<file path="src/rtl/pipe_seq_ctrl.sv">
// pipe_seq_ctrl: pipeline sequencing controller for stalls, flushes,
// multi-cycle memory waits and halt.
// All hold/bubble/flush outputs are combinational from the registered state
// and the current inputs.
// Optional feature: define PIPE_PERF_CNT_EN to add the stall_cycles and
// flush_events saturating counters and the perf_clr input.
module pipe_seq_ctrl (
    input  logic        clk,
    input  logic        rst_n,
    input  logic        load_use,
    input  logic        branch_taken,
    input  logic        jump_id,
    input  logic        mem_busy,
    input  logic        halt_req,
    input  logic        resume,
`ifdef PIPE_PERF_CNT_EN
    input  logic        perf_clr,
    output logic [15:0] stall_cycles,
    output logic [15:0] flush_events,
`endif
    output logic        pc_hold,
    output logic        ifid_hold,
    output logic        idex_bubble,
    output logic        flush_ifid,
    output logic        flush_idex,
    output logic        flush_exmem,
    output logic [2:0]  state_o
);

    typedef enum logic [2:0] {
        S_RUN     = 3'd0,
        S_SHADOW  = 3'd1,
        S_MEMWAIT = 3'd2,
        S_DRAIN   = 3'd3,
        S_HALT    = 3'd4
    } state_t;

    state_t state;
    state_t state_nxt;

    // State register; reset forces RUN immediately.
    always_ff @(posedge clk or negedge rst_n) begin
        if (!rst_n) begin
            state <= S_RUN;
        end else begin
            state <= state_nxt;
        end
    end

    // Next-state and output decode; unused encodings fall back to RUN.
    always_comb begin
        state_nxt   = S_RUN;
        pc_hold     = 1'b0;
        ifid_hold   = 1'b0;
        idex_bubble = 1'b0;
        flush_ifid  = 1'b0;
        flush_idex  = 1'b0;
        flush_exmem = 1'b0;
        case (state)
            S_RUN: begin
                if (halt_req) begin
                    pc_hold     = 1'b1;
                    ifid_hold   = 1'b1;
                    idex_bubble = 1'b1;
                    state_nxt   = S_HALT;
                end else if (mem_busy) begin
                    pc_hold   = 1'b1;
                    ifid_hold = 1'b1;
                    state_nxt = S_MEMWAIT;
                end else if (branch_taken) begin
                    flush_ifid  = 1'b1;
                    flush_idex  = 1'b1;
                    flush_exmem = 1'b1;
                    state_nxt   = S_SHADOW;
                end else if (jump_id) begin
                    flush_ifid = 1'b1;
                end else if (load_use) begin
                    pc_hold     = 1'b1;
                    ifid_hold   = 1'b1;
                    idex_bubble = 1'b1;
                end
            end
            // Squashed-path cycle: only halt and memory wait are honoured.
            S_SHADOW: begin
                if (halt_req) begin
                    pc_hold     = 1'b1;
                    ifid_hold   = 1'b1;
                    idex_bubble = 1'b1;
                    state_nxt   = S_HALT;
                end else if (mem_busy) begin
                    pc_hold   = 1'b1;
                    ifid_hold = 1'b1;
                    state_nxt = S_MEMWAIT;
                end
            end
            S_MEMWAIT: begin
                if (mem_busy) begin
                    pc_hold   = 1'b1;
                    ifid_hold = 1'b1;
                    state_nxt = S_MEMWAIT;
                end else begin
                    state_nxt = S_DRAIN;
                end
            end
            S_DRAIN: begin
                idex_bubble = 1'b1;
                if (load_use) begin
                    pc_hold   = 1'b1;
                    ifid_hold = 1'b1;
                end
            end
            S_HALT: begin
                if (!resume) begin
                    pc_hold     = 1'b1;
                    ifid_hold   = 1'b1;
                    idex_bubble = 1'b1;
                    state_nxt   = S_HALT;
                end
            end
            default: state_nxt = S_RUN;
        endcase
    end

    assign state_o = state;

`ifdef PIPE_PERF_CNT_EN
    // Saturating event counters; perf_clr takes precedence over counting.
    always_ff @(posedge clk or negedge rst_n) begin
        if (!rst_n) begin
            stall_cycles <= '0;
            flush_events <= '0;
        end else if (perf_clr) begin
            stall_cycles <= '0;
            flush_events <= '0;
        end else begin
            if (pc_hold && (stall_cycles != '1)) begin
                stall_cycles <= stall_cycles + 16'd1;
            end
            if (flush_idex && (flush_events != '1)) begin
                flush_events <= flush_events + 16'd1;
            end
        end
    end
`endif

endmodule

</file>
<file path="config.mk">
export PLATFORM = sky130hd
export DESIGN_NAME = pipe_seq_ctrl
export DESIGN_NICKNAME = d
export VERILOG_FILES = /design/src/rtl/pipe_seq_ctrl.sv
export SDC_FILE = /design/constraint.sdc
export NUM_CORES = 1
export LEC_CHECK = 0
export BUFFER_PORTS_ARGS = -buffer_cell sky130_fd_sc_hd__buf_2
export CAP_MARGIN = 20
export CORE_AREA = 3 3 40 42
export CTS_BUF_LIST = sky130_fd_sc_hd__clkbuf_8
export CTS_CLUSTER_DIAMETER = 80
export DETAILED_ROUTE_END_ITERATION = 10
export DIE_AREA = 0 0 43 45
export GPL_TIMING_DRIVEN = 0
export RECOVER_POWER = 25
export SLEW_MARGIN = 20
export SYNTH_ARGS = -nofsm -noshare
export SYNTH_HDL_FRONTEND = slang
export SYNTH_SLANG_ARGS = --single-unit
</file>
<file path="constraint.sdc">
create_clock -name clk -period 3.7 [get_ports clk]
set_clock_uncertainty 0.1 [all_clocks]
set_input_delay 0.185 -clock clk [delete_from_list [all_inputs] [get_ports clk]]
set_output_delay 0.185 -clock clk [all_outputs]
set_load 0.02 [all_outputs]
</file>
* After elaboration in Yosys (flattened, before gate mapping)
Cells that the tools add are included.
** Word-level totals
- Bits in registers :: 3
- Input port bits :: 8
- Output and inout bits :: 9
** Cells by class
- Eq/ne operators :: 4
- Mux-type cells :: 30
- Reduce and logical (&&, ||, !) cells :: 1
** Operators by type and width (number)
- 2-to-1 mux 1 bit :: 22
- case mux 3 bit (4 select lines) :: 1
- 2-to-1 mux 3 bit :: 3
- equality test 3 x 2 -> 1 bit (second input constant) :: 2
- case mux 1 bit (5 select lines) :: 1
- 2-to-1 mux 2 bit :: 2
- case mux 1 bit (4 select lines) :: 1
- equality test 3 x 1 -> 1 bit (second input constant) :: 1
- equality test 3 bit (second input constant) :: 1
- logical NOT 3 bit :: 1

* Logic depth before layout (Yosys ltp)
- Depth after elaboration :: 6
- Gate-level depth with buffers :: 5

* Worst setup path after synthesis
No wires, ideal clock.
- Kind :: reg-to-output
- Start point :: register state[0], in the netlist state_o[0]
- End point :: output pc_hold
- Data arrival time :: 1.743 ns
- Data required time :: 3.415 ns
- Path slack :: 1.672 ns
- Stages on the path, launching flop included :: 4
- Path buffers :: 1
- Cell sequence :: dfrtp_1 or4b_4 a2bb2oi_1 buf_4
** On the way
- Cells in the longest elaborated chain, start to end :: 2
- Elaborated cells between the ends (all ways) :: 6
- Those cells by class :: eq/ne (4); mux (1); reduce/logical (1)
** RTL lines
- start: declaration :: RTL line 38 : state_t state;
- start signal: assignment :: RTL line 46 : state <= state_nxt;
- equality test 3 bit, or another cell as far along
- case mux 1 bit (5 select lines) (*)
- end: declaration :: RTL line 21 : output logic pc_hold,
Mark *: on every way between the ends. The rest lies on a longest branch, timed or not.

* Worst setup path in the final report
- Start point :: register state[0], in the netlist state_o[0]
- End point :: output pc_hold
** On the way
- Cells in the longest elaborated chain, start to end :: 2
- Elaborated cells between the ends (all ways) :: 6
- Those cells by class :: eq/ne (4); mux (1); reduce/logical (1)
** RTL lines
- equality test 3 bit, or another cell as far along :: RTL line 59 : case (state)
- case mux 1 bit (5 select lines) (*) :: RTL line 59
Marked as above.

==> flow_summary.ini <==
[synthesis]
async_set_or_reset_register_ratio_after_synthesis = 1.000
netlist_instances = 32
ys_ff_latch = 3
syn_area_per_cell_sq_um = 8.407
post_synth_instance_area_sq_um = 269.0
main_flop_type_after_synthesis = dfrtp_1
synth_enable_flop_cells = 0
netlist-cell-type-count = 20
synthesis_warnings = 0
seq_area_frac_synth = 0.2791
postSynthNetCount = 40

[detailed_routing]
drt_drc_violations_left = 0
finalWirelength_um = 748
postRouteAntennaNets = 0
drt-initial-drc-count = 6
drt_first_pass_iters = 3
num_vias = 319
wire_per_inst_um = 11.00
routed_via_density = 4.691

[finish]
final_layout_size_suffix_gt1_frac = 0.4906
finish.net_count = 62
seqCellArea_sq_um = 75.07
area_of_combinational_cells_with_multiple_inputs_sq_um = 165.2
antennaDiodeCount = 0
final_cell_mix = 17 x buf_2, 5 x nor2_1, 3 x a21oi_1, 3 x clkbuf_8, 3 x dfrtp_1
filler_cell_count = 145
syn_to_layout_area_delta_pct = 56.74
largest_register_ffs = 3
layout_commonest_cell = buf_2
final_core_util = 0.3281

[clock_tree]
clock_tree.root_cell = clkbuf_8
clkSlewWorstSetupHoldPaths_ns = 0.03
cts_made_buffers = 3
cts_buffer_depth = 2
tritoncts = built
cts-htree-levels = 1
cts.sink_count = 3
later_pin_clock_latency_in_the_skew_report_ns = 0.21

[worst_setup_path]
timing.setup.critical_path_class = reg2out
rrSetupSlack_ns = 2.50
regToRegStartpoint = state_o[2]
kind_of_start_point_of_the_critical_path = register
worst_ep_required_time_ns = 3.41
crit_arrival_ns = 1.73
critical_path.endpoint_type = output pin
crit_path_max_fanout = 8
critical_path.reg2reg.endpoint = state_o[0]
reg2reg_depth = 3

[global_route]
antenna_violations_before_repair = 0
overflow = 0
grt_pass1_vias = 298
groute.usage.overall = 0.09409
grt_first_pass_wirelength_mm = 1.262
pin_count_of_the_biggest_net_entering_global_routing = 10

[min_path]
worstHoldStart = branch_taken
timing.hold.worst_endpoint = state_o[0]
worstHoldPathCells = 3
worstHoldPathType = in2reg

[floorplan]
die_w_um = 43
floorplan.rows = 13
effective_utilization_at_floorplan = 0.2093
floorplan.io_pins = 17
die_h_um = 45
floorplan.core_area_sq_um = 1285
floorplan.die_area_sq_um = 1935

[sta]
report.final.hold_viol_count = 0
timing_max_transition_violations_final = 0
max_freq_mhz = 495.3
slew_at_the_pin_closest_to_its_max_slew_limit_ns = 0.2500
min_period_ns = 2.019
setup_tns_ns = 0
grt_setup_unrepaired = false
timing.max_slew.rel_slack = 0.8320
period_utilization_post_route = 0.5456
setup-violations-final = 0

[run_status]
status = finished clean

[place]
globalplace.congestion = 0.7222
port_buffers = 16
dp_hpwl_um = 584.4

[power_and_ir_drop]
power_per_cell_area_nw_per_um2 = 797.1
cellLeakagePower_uw = 0.0002286
peakVddDrop_mv = 0.3089

[job]
max_cap_violations = 0
## area by class of cell
type | count | area share
Multi-Input combinational cell | 24 | 0.3917
Timing Repair Buffer | 17 | 0.2107
Tap cell | 15 | 0.04451
Inverter | 1 | 0.008902
Buffer | 4 | 0.05935
Clock buffer | 3 | 0.09792
Clock inverter | 1 | 0.008902
Sequential cell | 3 | 0.1780
## through the flow
step	instances	total power, uW	area (sq um)	worst slack [ns]	hold slack [ns]
2_1_floorplan	32	192.0	269.0	1.672	-0.2106
3_3_place_gp	63	243.0	367.9	1.910	-0.1185
3_5_place_dp	63	244.9	367.9	1.891	-0.1141
4_1_cts	68	340.1	422.9	1.661	0.1676
5_1_grt	68	361.9	421.7	1.599	0.1683
6_report	68	336.1	421.7	1.681	0.1664
## metal layers
metal / share of wire / wire length (um) / global-route usage / vias up
li1: - / - / - / 155
met1: 0.41 / 304 / 0.09398 / 146
met2: 0.49 / 366 / 0.1497 / 14
met3: 0.053 / 40 / 0.01195 / 4
met4: 0.048 / 36 / 0.1265 / 0
met5: 0 / 0 / 0 / -
## cell families after synthesis
kind of cell | Yosys count | share of synthesized area
flip-flops | 3 | 0.2791
AND/OR/NAND/NOR | 15 | 0.3488
buffers and inverters | 5 | 0.1069
AO/OA/AOI/OAI | 7 | 0.1907
multiplexers | 2 | 0.07442
## cells in the mapped netlist, types with 2 or more instances
| master | number | area (sq um) |
|---|---|---|
| mux2i_1 | 2 | 20.02 |
| nor2_1 | 5 | 18.77 |
| buf_4 | 2 | 15.01 |
| nand2b_1 | 2 | 12.51 |
| buf_2 | 2 | 10.01 |
| dfrtp_1 | 3 | 75.07 |
| a21oi_1 | 3 | 15.01 |
## worst max-delay path, stage by stage, from the launching register on
cell and delay (ns):
dfrtp_1 0.45, or4b_4 0.58, a2bb2oi_1 0.21, buf_4 0.13, buf_2 0.15
## how the worst max path moves through the flow
stage	to	start	slack (ns)	cells past startpoint
detailed placement	pc_hold	state_o[0]	1.89	4
finish	pc_hold	state_o[0]	1.68	4
global route	pc_hold	state_o[0]	1.60	4
global placement	pc_hold	state_o[0]	1.91	4
CTS	pc_hold	state_o[0]	1.66	4
floorplan	pc_hold	state_o[0]	1.67	3
## power breakdown
| part | leakage [uW] | internal, uW | total (uW) | switching, uW |
|---|---|---|---|---|
| Combinational | 0.000163 | 79.3 | 189 | 110 |
| Sequential | 0.0000388 | 44.9 | 55.1 | 10.2 |
| Clock | 0.0000269 | 70.6 | 91.7 | 21.1 |
| Total | 0.000229 | 195 | 336 | 141 |
## repair_timing
item | 4_1_cts | 5_1_grt
hold buffers | 1 | 0
setup buffers | 0 | 0
hold endpoints to repair | 3 | 0
resized for setup | 0 | 0
No activity file was read; power rests on OpenSTA's default activity.
